`config.mk`:
```
export PLATFORM = sky130hd
export DESIGN_NAME = reg_scoreboard
export DESIGN_NICKNAME = d
export VERILOG_FILES = /design/src/rtl/reg_scoreboard_pkg.sv /design/src/rtl/reg_scoreboard_sb_counter.sv /design/src/rtl/reg_scoreboard.sv
export SDC_FILE = /design/constraint.sdc
export NUM_CORES = 1
export LEC_CHECK = 0
export ABC_AREA = 1
export CORE_MARGIN = 10
export CORE_UTILIZATION = 25
export DETAILED_ROUTE_END_ITERATION = 6
export PLACE_DENSITY = 0.5
export SLEW_MARGIN = 20
export SYNTH_ARGS = -nofsm -noshare
export SYNTH_HDL_FRONTEND = slang
export SYNTH_SLANG_ARGS = --single-unit
```
`constraint.sdc`:
```
create_clock -name clk -period 10.6 [get_ports clk]
set_clock_uncertainty 0.15 [all_clocks]
set_input_delay 2.12 -clock clk [delete_from_list [all_inputs] [get_ports clk]]
set_output_delay 2.12 -clock clk [all_outputs]
set_load 0.01 [all_outputs]
```
`src/rtl/reg_scoreboard_pkg.sv`:
```
// reg_scoreboard_pkg: shared register-address defaults for the scoreboard, decoder and regfile
package reg_scoreboard_pkg;
   localparam int AW_DEF    = 5;
   localparam int NREG_DEF  = 32;
   localparam int NRD_DEF   = 2;
   localparam int CNT_W_DEF = 2;
   typedef logic [AW_DEF-1:0] reg_addr_t;
endpackage

```
`src/rtl/reg_scoreboard_sb_counter.sv`:
```
// sb_counter: saturating pending-write counter with one increment and two independent decrements
module sb_counter
   import reg_scoreboard_pkg::*;
#(
   parameter int CNT_W = CNT_W_DEF
)(
   input  logic             clk,
   input  logic             reset,
   input  logic             inc_i,
   input  logic             dec_a_i,
   input  logic             dec_b_i,
   output logic [CNT_W-1:0] cnt_o
);
   localparam int CMAX = 2**CNT_W - 1;
   logic [CNT_W-1:0] cnt_q, cnt_d;
   int net;
   // net change is -2..+1; clamp at both ends so a bad decrement cannot wrap
   always_comb begin
      net   = int'(cnt_q) + int'(inc_i) - int'(dec_a_i) - int'(dec_b_i);
      cnt_d = net < 0 ? '0 : net > CMAX ? CNT_W'(CMAX) : CNT_W'(net);
   end
   // counter register
   always_ff @(posedge clk) begin
      if (reset) cnt_q <= '0;
      else       cnt_q <= cnt_d;
   end
   // decrementing an empty counter means the pipeline lost track of a writer
   always_ff @(posedge clk) begin
      if (!reset) assert (net >= 0) else $error("sb_counter underflow");
   end
   assign cnt_o = cnt_q;
endmodule

```
`src/rtl/reg_scoreboard.sv`:
```
// reg_scoreboard: per-register pending-write counters driving read hazards and the ID stall
module reg_scoreboard
   import reg_scoreboard_pkg::*;
#(
   parameter int NREG      = NREG_DEF,
   parameter int AW        = AW_DEF,
   parameter int NRD       = NRD_DEF,
   parameter int CNT_W     = CNT_W_DEF,
   parameter bit WB_BYPASS = 1'b1
)(
   input  logic            clk,
   input  logic            reset,
   input  logic [NRD-1:0]    rd_valid,
   input  logic [NRD*AW-1:0] rd_addr,
   output logic [NRD-1:0]    rd_busy,
   output logic            stall,
   input  logic            issue_valid,
   input  logic [AW-1:0]   issue_addr,
   output logic            issue_ready,
   input  logic            retire_valid,
   input  logic [AW-1:0]   retire_addr,
   input  logic            cancel_valid,
   input  logic [AW-1:0]   cancel_addr,
   output logic            busy_any
);
   localparam logic [CNT_W-1:0] CMAX = '1;
   logic [CNT_W-1:0] cnt [2**AW];
   genvar r, p;
   // r0 and addresses past NREG have no counter and always read as idle
   for (r = 0; r < 2**AW; r++) begin : g_reg
      if (r > 0 && r < NREG) begin : g_cnt
         sb_counter #(.CNT_W(CNT_W)) u_cnt (
            .clk     (clk),
            .reset   (reset),
            .inc_i   (issue_valid && issue_ready && issue_addr == AW'(r)),
            .dec_a_i (retire_valid && retire_addr == AW'(r)),
            .dec_b_i (cancel_valid && cancel_addr == AW'(r)),
            .cnt_o   (cnt[r])
         );
      end else begin : g_zero
         assign cnt[r] = '0;
      end
   end
   // a read is busy if writes remain pending after this cycle's cancel (and retire when bypassing)
   for (p = 0; p < NRD; p++) begin : g_rd
      logic [AW-1:0] a;
      logic [1:0]    dec;
      assign a          = rd_addr[p*AW +: AW];
      assign dec        = 2'(cancel_valid && cancel_addr == a) + 2'(WB_BYPASS && retire_valid && retire_addr == a);
      assign rd_busy[p] = rd_valid[p] && int'(cnt[a]) > int'(dec);
   end
   // a full counter only accepts another writer when one leaves in the same cycle
   always_comb begin
      issue_ready = cnt[issue_addr] != CMAX || (retire_valid && retire_addr == issue_addr) || (cancel_valid && cancel_addr == issue_addr);
      stall       = |rd_busy || (issue_valid && !issue_ready);
   end
   // drain indicator
   always_comb begin
      busy_any = 1'b0;
      for (int k = 0; k < 2**AW; k++) busy_any = busy_any || cnt[k] != '0;
   end
endmodule
```
==> impl_metrics.py <==
metrics = {
    "final_layout": {
        "syn2layout_area_growth_pct": 12.0,
        "final_common_cell": "nand2_1",
        "fin_cells": 1621,
        "largest_reg_flops": 62,
        "layout-drive-gt1-share": 0.0517,
        "nets": 1407,
        "antenna_cells": 0,
        "final_cell_mix": "nand2_1 (236), inv_1 (196), ha_1 (130), nand3_1 (111), nor2_1 (89)",
    },
    "timing": {
        "relSlewSlack": 0.308,
        "setup_viol": 0,
        "min_period_ns": 8.70,
        "worst_pin_slew_ns": 1.03,
        "rsz0062_at_grt": "no",
        "max_freq_mhz": 115,
        "fin_ws_ns": 1.90,
        "hold_viol_final": 0,
        "drv_slew": 0,
        "setup_tns_ns": 0,
        "fin_crit_sh": 0.820,
    },
    "drt": {
        "dr.pass1.iters": 5,
        "vias": 8301,
        "drtIter0Drc": 788,
        "avgViaCountPerCell": 5.12,
        "detail_route.wl_per_cell_um": 18.9,
        "routed_wl_mm": 30.7,
        "postRouteAntennaNets": 0,
        "drc_errors": 0,
    },
    "synthesis": {
        "avgSynthCellArea_um2": 6.63,
        "ys_ff_latch": 62,
        "synth_fp_nets": 1408,
        "synth-edff-count": 0,
        "synth_ff_type": "dfxtp_1",
        "netlist_area_um2": 8060,
        "netlist_instances": 1215,
        "async_reset_ff_frac": 0,
        "ys_warn_count": 0,
        "synth_cell_type_count": 38,
        "ys_seq_area_frac": 0.154,
    },
    "critical_path": {
        "cp.arrival_ns": 6.43,
        "setup.worst_path.start_class": "input pin",
        "crit_slowest_cell": "clkdlybuf4s50_1",
        "crit_family": "buffers and inverters",
        "path_class": "input pin to output port",
        "reg2reg_slack_ns": 6.64,
        "crit_chain": "clkdlybuf4s50_1 -> clkinv_1 -> a21oi_1 -> o21ai_0 -> nand3_1 -> nand3_1 -> nand2_1 -> nor2_1 -> a31oi_1 -> ha_1 -> nand2_1 -> nand2_1 -> o22ai_1 -> inv_1 -> nand2_1 -> clkdlybuf4s50_1",
        "cp.required_ns": 8.33,
        "crit_buf_inv": 4,
        "cpMostUsedCell": "nand2_1",
        "slowest_delay_ns": 1.06,
        "endpoint_kind": "output port",
        "path_max_fanout": 19,
    },
    "placed_design": {
        "place_ws_ns": 2.00,
        "port_buffers": 36,
        "place.gp.congestion": 0.971,
        "hpwl_mm": 23.7,
        "dp_cells": 1605,
    },
    "grt": {
        "grt_pass1_vias": 7769,
        "antenna_found_initial": 0,
        "grt_pass1_wl_mm": 46.4,
        "grt_use_total": 0.154,
        "grt_max_degree": 39,
        "overflow": 0,
    },
    "clock_tree": {
        "cts.root.buffer_cell": "clkbuf_16",
        "cts_tree": "done",
        "post_cts_buffers": 0,
        "cts.sinks": 62,
        "cts_resized": 0,
        "cts_buffers": 9,
        "cts_hold_buf": 0,
        "clockBufferDepth": 2,
        "clkTransAtPathRegs_ns": 0.06,
        "cts_htree_levels": 3,
        "clk_latency_ns": 0.35,
    },
    "power": {
        "leakage_nw": 3.86,
        "ir_worst_vdd_mv": 0.0567,
        "powerDensity_nw_per_um2": 94.5,
    },
    "floorplanning": {
        "fp.dieH_um": 200,
        "io_pins": 37,
        "num_rows": 65,
        "core_area_um2": 31700,
        "start_util": 0.254,
        "die_x_um": 200,
        "die_area_um2": 39800,
    },
    "worst_hold_path": {
        "hp-class": "register to register",
    },
    "run": {
        "cap_violations": 0,
    },
    "run_status": {
        "outcome": "completed",
    },
}
-- power by group --
group / total [W] / leakage (nW) / switching [W] / internal (W)
sequential: 0.000286 / 0.505 / 0.0000363 / 0.000250
combinational: 0.000233 / 3.20 / 0.000150 / 0.0000830
clock: 0.000333 / 0.157 / 0.000121 / 0.000212
total: 0.000853 / 3.86 / 0.000308 / 0.000545
-- worst paths after layout --
kind / start / end / depth (start not counted)
setup / recovery: rd_addr[1] / stall / 16
hold / removal: g_reg[30].g_cnt.u_cnt.cnt_o[1] / g_reg[30].g_cnt.u_cnt.cnt_o[1] / 5
setup reg to reg: g_reg[20].g_cnt.u_cnt.cnt_o[1] / g_reg[28].g_cnt.u_cnt.cnt_o[0] / 17
hold reg to reg: g_reg[30].g_cnt.u_cnt.cnt_o[1] / g_reg[30].g_cnt.u_cnt.cnt_o[1] / 5
-- cells in the mapped netlist, types with 6 or more instances --
master | n | share of area
a21oi_1 | 71 | 0.044
a22oi_1 | 6 | 0.0056
a31oi_1 | 64 | 0.050
buf_2 | 8 | 0.0050
clkbuf_1 | 35 | 0.016
dfxtp_1 | 62 | 0.15
fa_1 | 31 | 0.077
ha_1 | 130 | 0.20
inv_1 | 196 | 0.091
inv_2 | 6 | 0.0028
nand2_1 | 236 | 0.11
nand3_1 | 111 | 0.069
nor2_1 | 89 | 0.041
nor2_2 | 32 | 0.025
nor4_1 | 17 | 0.013
o211ai_1 | 6 | 0.0056
o21ai_0 | 51 | 0.032
o21ai_1 | 7 | 0.0043
o22ai_1 | 9 | 0.0070
xor2_1 | 6 | 0.0065
-- logic make-up (layout without fill, tap and decap cells) --
logic type	Yosys count	count (layout)	share of synthesized area
fa+ha+maj	161	161	0.279
xor+xnor	8	8	0.00870
buf+inv	260	264	0.129
compound gates	224	224	0.158
simple gates	500	500	0.271
flops	62	62	0.154
-- final cells by class --
cell class                 count  area [um2]
fill                        3525       22700
multi-input combinational    893        5780
sequential                    62        1240
inverter                     205         769
tap                          402         503
timing repair buffer          43         413
clock buffer                  12         246
clock inverter                 4        70.1
-- stage by stage --
stage,cell area (um2),total power (W),util,hold slack (ns)
finish,9020,0.000853,0.284,0.709
global route,9020,0.000896,0.284,0.778
CTS,9020,0.000855,0.284,0.713
detailed placement,8700,0.000519,0.274,0.703
global placement,8700,0.000518,0.274,0.683
floorplan,8060,0.000426,-,0.605
-- worst register-to-register path: stages (launching register included) --
cell and delay [ns]:
dfxtp_1 0.61, nand2_1 0.13, nand2_1 0.09, nand2_1 0.04
nand2_1 0.07, nand2_1 0.06, nand2_1 0.10, o21ai_1 0.09
nand2_1 0.15, nand3_2 0.10, nand2_2 0.75, nor2_2 0.11
ha_1 0.32, inv_1 0.04, fa_1 0.40, ha_1 0.22
ha_1 0.28, a31oi_1 0.17
-- routing by layer --
layer | up-vias | wire length (um) | GRT usage
li1 | 4029 | - | -
met1 | 3884 | 13600 | 0.199
met2 | 343 | 13700 | 0.246
met3 | 45 | 2460 | 0.0357
met4 | 0 | 923 | 0.0544
met5 | - | 0 | 0
No activity file was read; power rests on OpenSTA's default activity.
